### src/rtl/fft_frame_loader.sv
// Serial-to-parallel frame loader feeding the 8-point FFT, with result-latency tracking.
// Build option: define FRAME_OVERLAP_EN for a 4-sample hop (50 % overlap); default hop is 8.
module fft_frame_loader #(
  parameter int FFT_LATENCY = 3,
  parameter bit SIGNED_IN   = 1'b0
) (
  input  logic        clk,
  input  logic        rst_n,
  input  logic        clr,
  input  logic [11:0] sample_in,
  input  logic        sample_valid,
  output logic [11:0] x_0,
  output logic [11:0] x_1,
  output logic [11:0] x_2,
  output logic [11:0] x_3,
  output logic [11:0] x_4,
  output logic [11:0] x_5,
  output logic [11:0] x_6,
  output logic [11:0] x_7,
  output logic        frame_valid,
  output logic        result_valid,
  output logic [7:0]  frame_cnt,
  output logic        filling
);

`ifdef FRAME_OVERLAP_EN
  localparam logic [2:0] HOP_LAST = 3'd3;
`else
  localparam logic [2:0] HOP_LAST = 3'd7;
`endif

  typedef enum logic {FILL, RUN} state_e;

  state_e                 state_q, state_d;
  logic [2:0]             cnt_q, cnt_d;
  logic                   emit;
  logic [11:0]            sr_q [8];
  logic [11:0]            x_q [8];
  logic [11:0]            sample_conv;
  logic                   frame_valid_q;
  logic [7:0]             frame_cnt_q;
  logic [FFT_LATENCY-1:0] pipe_q, pipe_d;

  // Offset-binary ADC codes become two's complement by flipping the MSB.
  assign sample_conv = SIGNED_IN ? sample_in : {~sample_in[11], sample_in[10:0]};

  always_ff @(posedge clk or negedge rst_n) begin
    if (!rst_n) begin
      state_q <= FILL;
      cnt_q   <= '0;
    end else begin
      state_q <= state_d;
      cnt_q   <= cnt_d;
    end
  end

  always_comb begin
    state_d = state_q;
    cnt_d   = cnt_q;
    emit    = 1'b0;
    if (clr) begin
      state_d = FILL;
      cnt_d   = '0;
    end else if (sample_valid) begin
      case (state_q)
        FILL: begin
          if (cnt_q == 3'd7) begin
            state_d = RUN;
            cnt_d   = '0;
            emit    = 1'b1;
          end else begin
            cnt_d = cnt_q + 3'd1;
          end
        end
        RUN: begin
          if (cnt_q == HOP_LAST) begin
            cnt_d = '0;
            emit  = 1'b1;
          end else begin
            cnt_d = cnt_q + 3'd1;
          end
        end
        default: begin
          state_d = FILL;
          cnt_d   = '0;
        end
      endcase
    end
  end

  always_comb begin
    filling = (state_q == FILL);
  end

  // Shift frame_valid into the latency pipe; a single-stage pipe just loses the shifted bit.
  always_comb begin
    pipe_d    = pipe_q << 1;
    pipe_d[0] = frame_valid_q;
  end

  always_ff @(posedge clk or negedge rst_n) begin
    if (!rst_n) begin
      for (int i = 0; i < 8; i++) begin
        sr_q[i] <= '0;
        x_q[i]  <= '0;
      end
      frame_valid_q <= 1'b0;
      frame_cnt_q   <= '0;
      pipe_q        <= '0;
    end else begin
      frame_valid_q <= emit;
      pipe_q        <= clr ? '0 : pipe_d;
      if (clr) begin
        for (int i = 0; i < 8; i++) sr_q[i] <= '0;
      end else if (sample_valid) begin
        for (int i = 0; i < 7; i++) sr_q[i] <= sr_q[i+1];
        sr_q[7] <= sample_conv;
      end
      // The frame is taken from the post-shift view so the completing sample lands in x_7.
      if (emit) begin
        for (int i = 0; i < 7; i++) x_q[i] <= sr_q[i+1];
        x_q[7]      <= sample_conv;
        frame_cnt_q <= frame_cnt_q + 8'd1;
      end
    end
  end

  assign x_0          = x_q[0];
  assign x_1          = x_q[1];
  assign x_2          = x_q[2];
  assign x_3          = x_q[3];
  assign x_4          = x_q[4];
  assign x_5          = x_q[5];
  assign x_6          = x_q[6];
  assign x_7          = x_q[7];
  assign frame_valid  = frame_valid_q;
  assign frame_cnt    = frame_cnt_q;
  assign result_valid = pipe_q[FFT_LATENCY-1];

endmodule

### config.mk
export PLATFORM = sky130hd
export DESIGN_NAME = fft_frame_loader
export DESIGN_NICKNAME = d
export VERILOG_FILES = /design/src/rtl/fft_frame_loader.sv
export SDC_FILE = /design/constraint.sdc
export NUM_CORES = 1
export LEC_CHECK = 0
export ABC_AREA = 1
export ABC_CLOCK_PERIOD_IN_PS = 1620
export CAP_MARGIN = 20
export CORE_AREA = 3 3 121 123
export DETAILED_ROUTE_END_ITERATION = 7
export DIE_AREA = 0 0 124 126
export PLACE_DENSITY = 0.79
export SLEW_MARGIN = 5
export SYNTH_ARGS = -nofsm -noshare
export SYNTH_HDL_FRONTEND = slang
export SYNTH_SLANG_ARGS = --single-unit
### constraint.sdc
create_clock -name clk -period 1.62 [get_ports clk]
set_input_delay 0.324 -clock clk [delete_from_list [all_inputs] [get_ports clk]]
set_output_delay 0.324 -clock clk [all_outputs]
set_load 0.02 [all_outputs]
==> results.txt, run 1 <==
Period utilization = 97.68%
CP endpoint kind = primary output
Static leakage = 4.730 nW
Initial core utilization = 52.64%
CTS buffer count = 17
# nets final = 850
Metal-1 WL = 7139 µm
Overflow after GRT = 0
Library cells used by synthesis = 22
Area Growth Syn to Fin = 27.47%
Root buffer cell = clkbuf_16
CP startpoint kind = flop
I/O pin cnt = 123
Stages on the worst setup path = 1
Top cell type's share of synthesized area = 67.64%
Drt wl/cell = 15.43 µm
#FFs+latches synth = 196
Number of inserted diodes = 0
Average size of a mapped cell = 10.30 µm²
Clk sinks = 196
Clk buf depth = 2
Worst path arrival time = 1.26 ns
Die Ht = 126 µm
Placed Instance Area = 0.008790 mm²
Post-route cell area = 0.009243 mm²
Synth area leaders = dfrtp_1 68%, nand2_1 9.2%, o21ai_0 7.7%, inv_1 4.1%, o22ai_1 3.7%
Yosys top cell by area = dfrtp_1
Core area = 0.01377 mm²
Critical Path End = frame_cnt[2]
CP max FO = 6
Worst r2r path cells = 8
Clock transition at path regs = 0.07 ns
Vias post-DR = 5321
Yosys Warn Count = 0
Least-Margin Pin Slew = 0.3344 ns
R2r setup slk = 0.07 ns
Clk_lat worst skew = 0.42 ns
DR iter-0 viols = 555
Fin util = 67.11%
Layout cell share with drive strength beyond 1 = 7.948%
Buffers on Ports = 122
Worst hold-check path type = input port to async pin
Syn nets = 723
Initial antenna violation count = 0
Endpoints failing setup = 0
Worst vdd ir = 0.7154 mV
Die Footprint = 0.01562 mm²
Sequential area share after synthesis = 67.64%
Power Density = 997.3 mW/mm²
Metal2 WL = 7570 µm
FMAX = 631.9 MHz
DRC = 0
Outcome = completed
Slowest stage delay, CP = 0.47 ns
FILL cells = 1086
Top Metal Used = met4
CTS tree = built
Rel. slew slack = 77.70%
Reg-to-Reg Start = cnt_q[1]
Setup TNS Final = 0 ns
Largest net degree at the start of global routing = 73
CP Launch Point = frame_cnt[2]
DP HPWL = 10760 µm
Max_cap viols = 0
Required @ worst endpoint = 1.30 ns
Mapped cell area = 0.007251 mm²
Minimum clock period = 1.582 ns
Register area = 0.004905 mm²
Postcts setup bufs = 0
CP bufs+invs = 1
Worst r2r dst = frame_cnt[2]
Std-Cell Rows = 43
Clock skew = 0.01076 ns
Vias/cell = 5.201
CP Cell Sequence = dlygate4sd2_1
GRT Overall Usage = 21.09%
H-Tree Depth = 4
Vias in the first global route = 5311
Final Hold Violating Endpoints = 0
DR pass1 iterations = 5
Metal3 WL = 853 µm
Top Family by Delay on Critical Path = flip-flops
CP max stage cell = dfrtp_1
Die X = 124 µm
Final ANT Viol Nets = 0
Multi-input logic area = 0.001846 mm²
Cells after synthesis = 704
Max-slew violation count = 0
Gpl congestion = 0.8391
Global-route wire length before repair = 25990 µm
WL final = 15790 µm
Setup Crit Path Kind = flop to primary output
Yosys cell counts:
cell type / instances
o22ai_1: 43
o21ai_0: 112
nand2_1: 178
o21ai_1: 6
nor2_2: 2
inv_2: 2
a21oi_1: 1
nand3_1: 28
ha_1: 3
xor2_1: 3
nor3_1: 1
buf_4: 13
nand3b_1: 1
nor2_4: 1
dfrtp_1: 196
xnor2_1: 1
buf_2: 20
o31ai_1: 1
inv_1: 79
nor2_1: 5
nand3_2: 1
clkbuf_1: 7
final cells by class:
cell class | instances | share of cell area (%)
inverter | 81 | 3.290
timing repair buffer | 148 | 15.24
tap | 180 | 2.437
clock buffer | 18 | 4.752
clock inverter | 13 | 1.245
multi-input combinational | 387 | 19.97
sequential | 196 | 53.07
routing by layer:
layer  vias up  GRT usage [%]
li1       2534              -
met1      2611          28.73
met2       158          33.69
met3        18          5.029
met4         0          6.894
met5         -              0
worst min-delay path by stage:
stage	startpoint	to	slack, ns	cells past startpoint
2_1_floorplan	rst_n	cnt_q[0]	0.03	0
3_3_place_gp	rst_n	x_3[8]	0.26	1
3_5_place_dp	rst_n	x_3[8]	0.27	1
4_1_cts	rst_n	x_2[5]	0.37	2
5_1_grt	rst_n	x_2[5]	0.39	2
6_report	rst_n	x_3[8]	0.38	2
placed cells by master, fill, tap and decap left out:
cell type,instances
inv_2,2
ha_2,1
buf_6,2
ha_1,1
o31ai_1,1
inv_1,79
nand3b_1,1
xnor2_1,1
nand3_4,1
dlygate4sd3_1,1
buf_4,14
clkinv_4,4
buf_12,9
dfrtp_1,196
clkdlybuf4s50_1,14
inv_8,2
nor2_4,1
o21ai_1,6
nor3_1,1
nor2_2,2
xor2_1,3
ha_4,1
nand2_2,2
inv_6,4
clkbuf_16,17
clkbuf_8,2
dlygate4sd2_1,107
clkinvlp_4,3
nand2_1,176
nor2_1,5
a21oi_1,1
o22ai_1,43
nand3_1,28
o21ai_0,112
state kept, by name, summed over array words and instances, names as in the netlist:
signal       cells
frame_cnt        8
cnt_q            3
x_5             12
x_0             12
x_2             12
x_4             12
frame_valid      1
sr_q            84
pipe_q           3
x_1             12
x_7             12
x_6             12
state_q          1
x_3             12
what timing repair did:
| action | in CTS | in global routing |
|---|---|---|
| hold buffers | 1 | 0 |
| endpoints found under the setup margin | 139 | 7 |
| endpoints found under the hold margin | 34 | 0 |
| gates resized for setup | 109 | 3 |
| gates cloned | 0 | 0 |
report_power, final:
part / leakage [nW] / switching, mW / total, mW / internal (mW)
registers: 2.71 / 0.0157 / 4.95 / 4.93
logic: 1.76 / 0.236 / 0.353 / 0.116
clock network: 0.264 / 1.87 / 3.92 / 2.05
logic make-up after synthesis:
logic type	count (synthesis)	synth area share [%]
simple gates	217	12.04
compound gates	163	12.03
fa+ha+maj	3	0.5177
buf+inv	121	7.282
flops	196	67.64
xor+xnor	4	0.4833
metrics by stage:
| stage | worst slack, ns | power (mW) | std cells | hold slack (ns) |
|---|---|---|---|---|
| 2_1_floorplan | 0.2074 | 5.163 | 704 | 0.02841 |
| 3_3_place_gp | -0.05791 | 5.382 | 991 | 0.2633 |
| 3_5_place_dp | -0.1365 | 5.395 | 991 | 0.2662 |
| 4_1_cts | 0.01785 | 9.283 | 1023 | 0.3726 |
| 5_1_grt | -0.01767 | 9.526 | 1023 | 0.3932 |
| 6_report | 0.03759 | 9.217 | 1023 | 0.3802 |
Power figures use the tool's default switching activity.
==> run 2: changes to the inputs <==
- SLEW_MARGIN: 5 -> 20
==> results of run 2 <==
The final DEF is identical to that of run 1; final timing and power are the same.
==> run 3: changes to the inputs <==
- CORE_AREA: 3 3 121 123 -> 3 3 160 162
- DIE_AREA: 0 0 124 126 -> 0 0 163 165
- PLACE_DENSITY: 0.79 -> unset
==> run 3 against run 2 <==
Effect of this change:
- sequential share of layout area shrank 1.8 points
- worst setup slack better by 0.041 ns
- cell count rose by 15%
- core utilization decreased by 28 points
- flip-flop and latch count stayed put
- die area increased by 72%
- register-to-register slack about the same
- count of clock-buffer cells in the layout stayed put
- non-clock buffer count up 6
- sequential power hardly changed
- wire length rose by 9.6%
- critical endpoint is now frame_cnt[3]
- largest cell class unchanged
==> results.txt, run 3 (synthesized netlist as in run 1, its figures left out) <==
Power Density = 1004 mW/mm² (+0.64%)
Overflow after GRT = 0 (unchanged)
CP max FO = 5 (-1)
Comb power frac = 3.7% (about the same)
Final Hold Violating Endpoints = 0 (unchanged)
Clock power share = 44.9% (+2.4 points)
Psw = 2.199 mW (+3.6%)
Post-route insts no fill = 1173 (+15%)
Vias in the first global route = 5067 (-4.6%)
Least-Margin Pin Slew = 0.3382 ns (+0.003738 ns)
Die Footprint = 0.02690 mm² (+72%)
Clk sinks = 196 (unchanged)
Clock transition at path regs = 0.07 ns (about the same)
Placed Instance Area = 0.009025 mm² (+2.7%)
Vias post-DR = 5174 (-2.8%)
Cell-internal power = 7.408 mW (+4.4%)
Required @ worst endpoint = 1.30 ns (about the same)
# nets final = 856 (+0.71%)
Worst vdd ir = 0.6221 mV (-13%)
Static leakage = 4.820 nW (+1.9%)
Most flop-heavy register = sr_q
Area Growth Syn to Fin = 32.01%
CTS tree = built
CP startpoint kind = flop
R2r setup slk = 0.08 ns (about the same)
Minimum clock period = 1.542 ns (-0.04060 ns)
Global-route wire length before repair = 28190 µm (+8.4%)
Period utilization = 95.17% (-2.5 points)
Commonest non-fill, non-tap cell in the layout = dfrtp_1
Clk buf depth = 2 (unchanged)
Die X = 163 µm (+31%)
Endpoints failing setup = 0 (unchanged)
Core area = 0.02425 mm² (+76%)
Top Family by Delay on Critical Path = flip-flops
DRC = 0 (unchanged)
Switching Share = 22.89% (-0.14 points)
Rel. slew slack = 77.46% (-0.25 points)
Max_cap viols = 0 (unchanged)
WL final = 17310 µm (+9.6%)
CTS buffer count = 17 (unchanged)
DR iter-0 viols = 304 (-45%)
Initial core utilization = 29.90% (-23 points)
Max-slew violation count = 0 (unchanged)
H-Tree Depth = 4 (unchanged)
CP endpoint kind = primary output
Vias/cell = 4.411 (-15%)
Gpl congestion = 0.7618 (-9.2%)
DP HPWL = 11520 µm (+7.1%)
GRT Overall Usage = 13.14% (-8.0 points)
Final worst slack = 0.07819 ns (+0.04060 ns)
DR pass1 iterations = 5 (unchanged)
FILL cells = 2412 (+120%)
Drt wl/cell = 14.76 µm (-4.4%)
Root buffer cell = clkbuf_16
I/O pin cnt = 123 (unchanged)
Final ANT Viol Nets = 0 (unchanged)
Worst Setup Slack post-DPL = -0.06767 ns (+0.06886 ns)
Largest net degree at the start of global routing = 83 (+14%)
Die Ht = 165 µm (+31%)
Reg power frac = 51.5% (-2.2 points)
Register area = 0.004905 mm² (unchanged)
CP Cell Sequence = dlygate4sd2_1
Worst hold-check path type = input port to async pin
Initial antenna violation count = 0 (unchanged)
Outcome = completed
Std-Cell Rows = 57 (+33%)
Clk_lat worst skew = 0.42 ns (about the same)
Most frequent cells in the layout = 196 x dfrtp_1, 176 x nand2_1, 112 x o21ai_0
Post-route cell area = 0.009572 mm² (+3.6%)
CP bufs+invs = 1 (unchanged)
Post-Place Cells = 1139 (+15%)
CP max stage cell = dfrtp_1
Layout cell share with drive strength beyond 1 = 8.481% (+0.53 points)
FMAX = 648.6 MHz (+2.6%)
Max FFs per register = 84 (unchanged)
Buffers on Ports = 122 (unchanged)
Multi-input logic area = 0.001848 mm² (+0.14%)
Clock skew = 0.009716 ns (-0.001039 ns)
Worst path arrival time = 1.22 ns (-0.04 ns)
Setup Crit Path Kind = flop to primary output
Slowest stage delay, CP = 0.44 ns (-0.03 ns)
Number of inserted diodes = 0 (unchanged)
Fin util = 39.47% (-28 points)
==> run 3: cell count changes in the layout (fill, tap and decap cells not counted), sizes merged, moves of 2 or more <==
cell / previous run / this run
buf: 25 / 30
bufinv: 0 / 2
clkinv: 4 / 2
inv: 87 / 89
clkinvlp: 3 / 1
==> run 3: layout make-up <==
cell class,instances,share of cell area [%]
Clock buffer,18,4.588
Clock inverter,13,1.673
Inverter,81,3.176
Multi-Input combinational cell,387,19.31
Sequential cell,196,51.24
Tap cell,324,4.235
Timing Repair Buffer,154,15.78
==> run 3: power groups by stage <==
stage	clock network [mW]	logic (mW)	registers (mW)
2_1_floorplan	0	0.122	5.04
3_3_place_gp	0	0.359	5.04
3_5_place_dp	0	0.360	5.04
4_1_cts	4.43	0.362	4.94
5_1_grt	4.65	0.401	4.95
6_report	4.31	0.352	4.94
==> run 3: layer usage <==
layer | GRT usage [%] | up-vias | share of wire [%]
li1 | - | 2550 | -
met1 | 18.47 | 2497 | 48
met2 | 20.20 | 116 | 46
met3 | 3.737 | 11 | 5.0
met4 | 3.153 | 0 | 0.82
met5 | 0 | - | 0
==> run 3: path summary, 6_finish.rpt <==
kind | startpoint | endpoint | cells past startpoint
worst max-delay path | frame_cnt[3] | frame_cnt[3] | 1
min in group clk | sample_in[9] | x_7[9] | 3
worst min register to register | pipe_q[0] | pipe_q[1] | 2
max in group asynchronous | rst_n | x_1[7] | 3
worst min-delay path | rst_n | sr_q[69] | 2
worst max register to register | cnt_q[0] | x_4[1] | 7
==> run 3: what timing repair did <==
item,CTS,global route
endpoints found under the setup margin,107,66
gates resized for setup,107,5
hold buffers,1,0
gates cloned,0,1
pin swaps,0,1
buffers inserted,0,1
hold endpoints to repair,33,0
==> run 3: stage by stage <==
| stage | power, mW | hold slack, ns | TNS [ns] |
|---|---|---|---|
| after floorplan | 5.163 | 0.02841 | 0 |
| after global placement | 5.398 | 0.2734 | -2.259 |
| after detailed placement | 5.400 | 0.2669 | -2.675 |
| after CTS | 9.733 | 0.3983 | 0 |
| after global routing | 10.00 | 0.4024 | -0.002066 |
| final | 9.606 | 0.3930 | 0 |
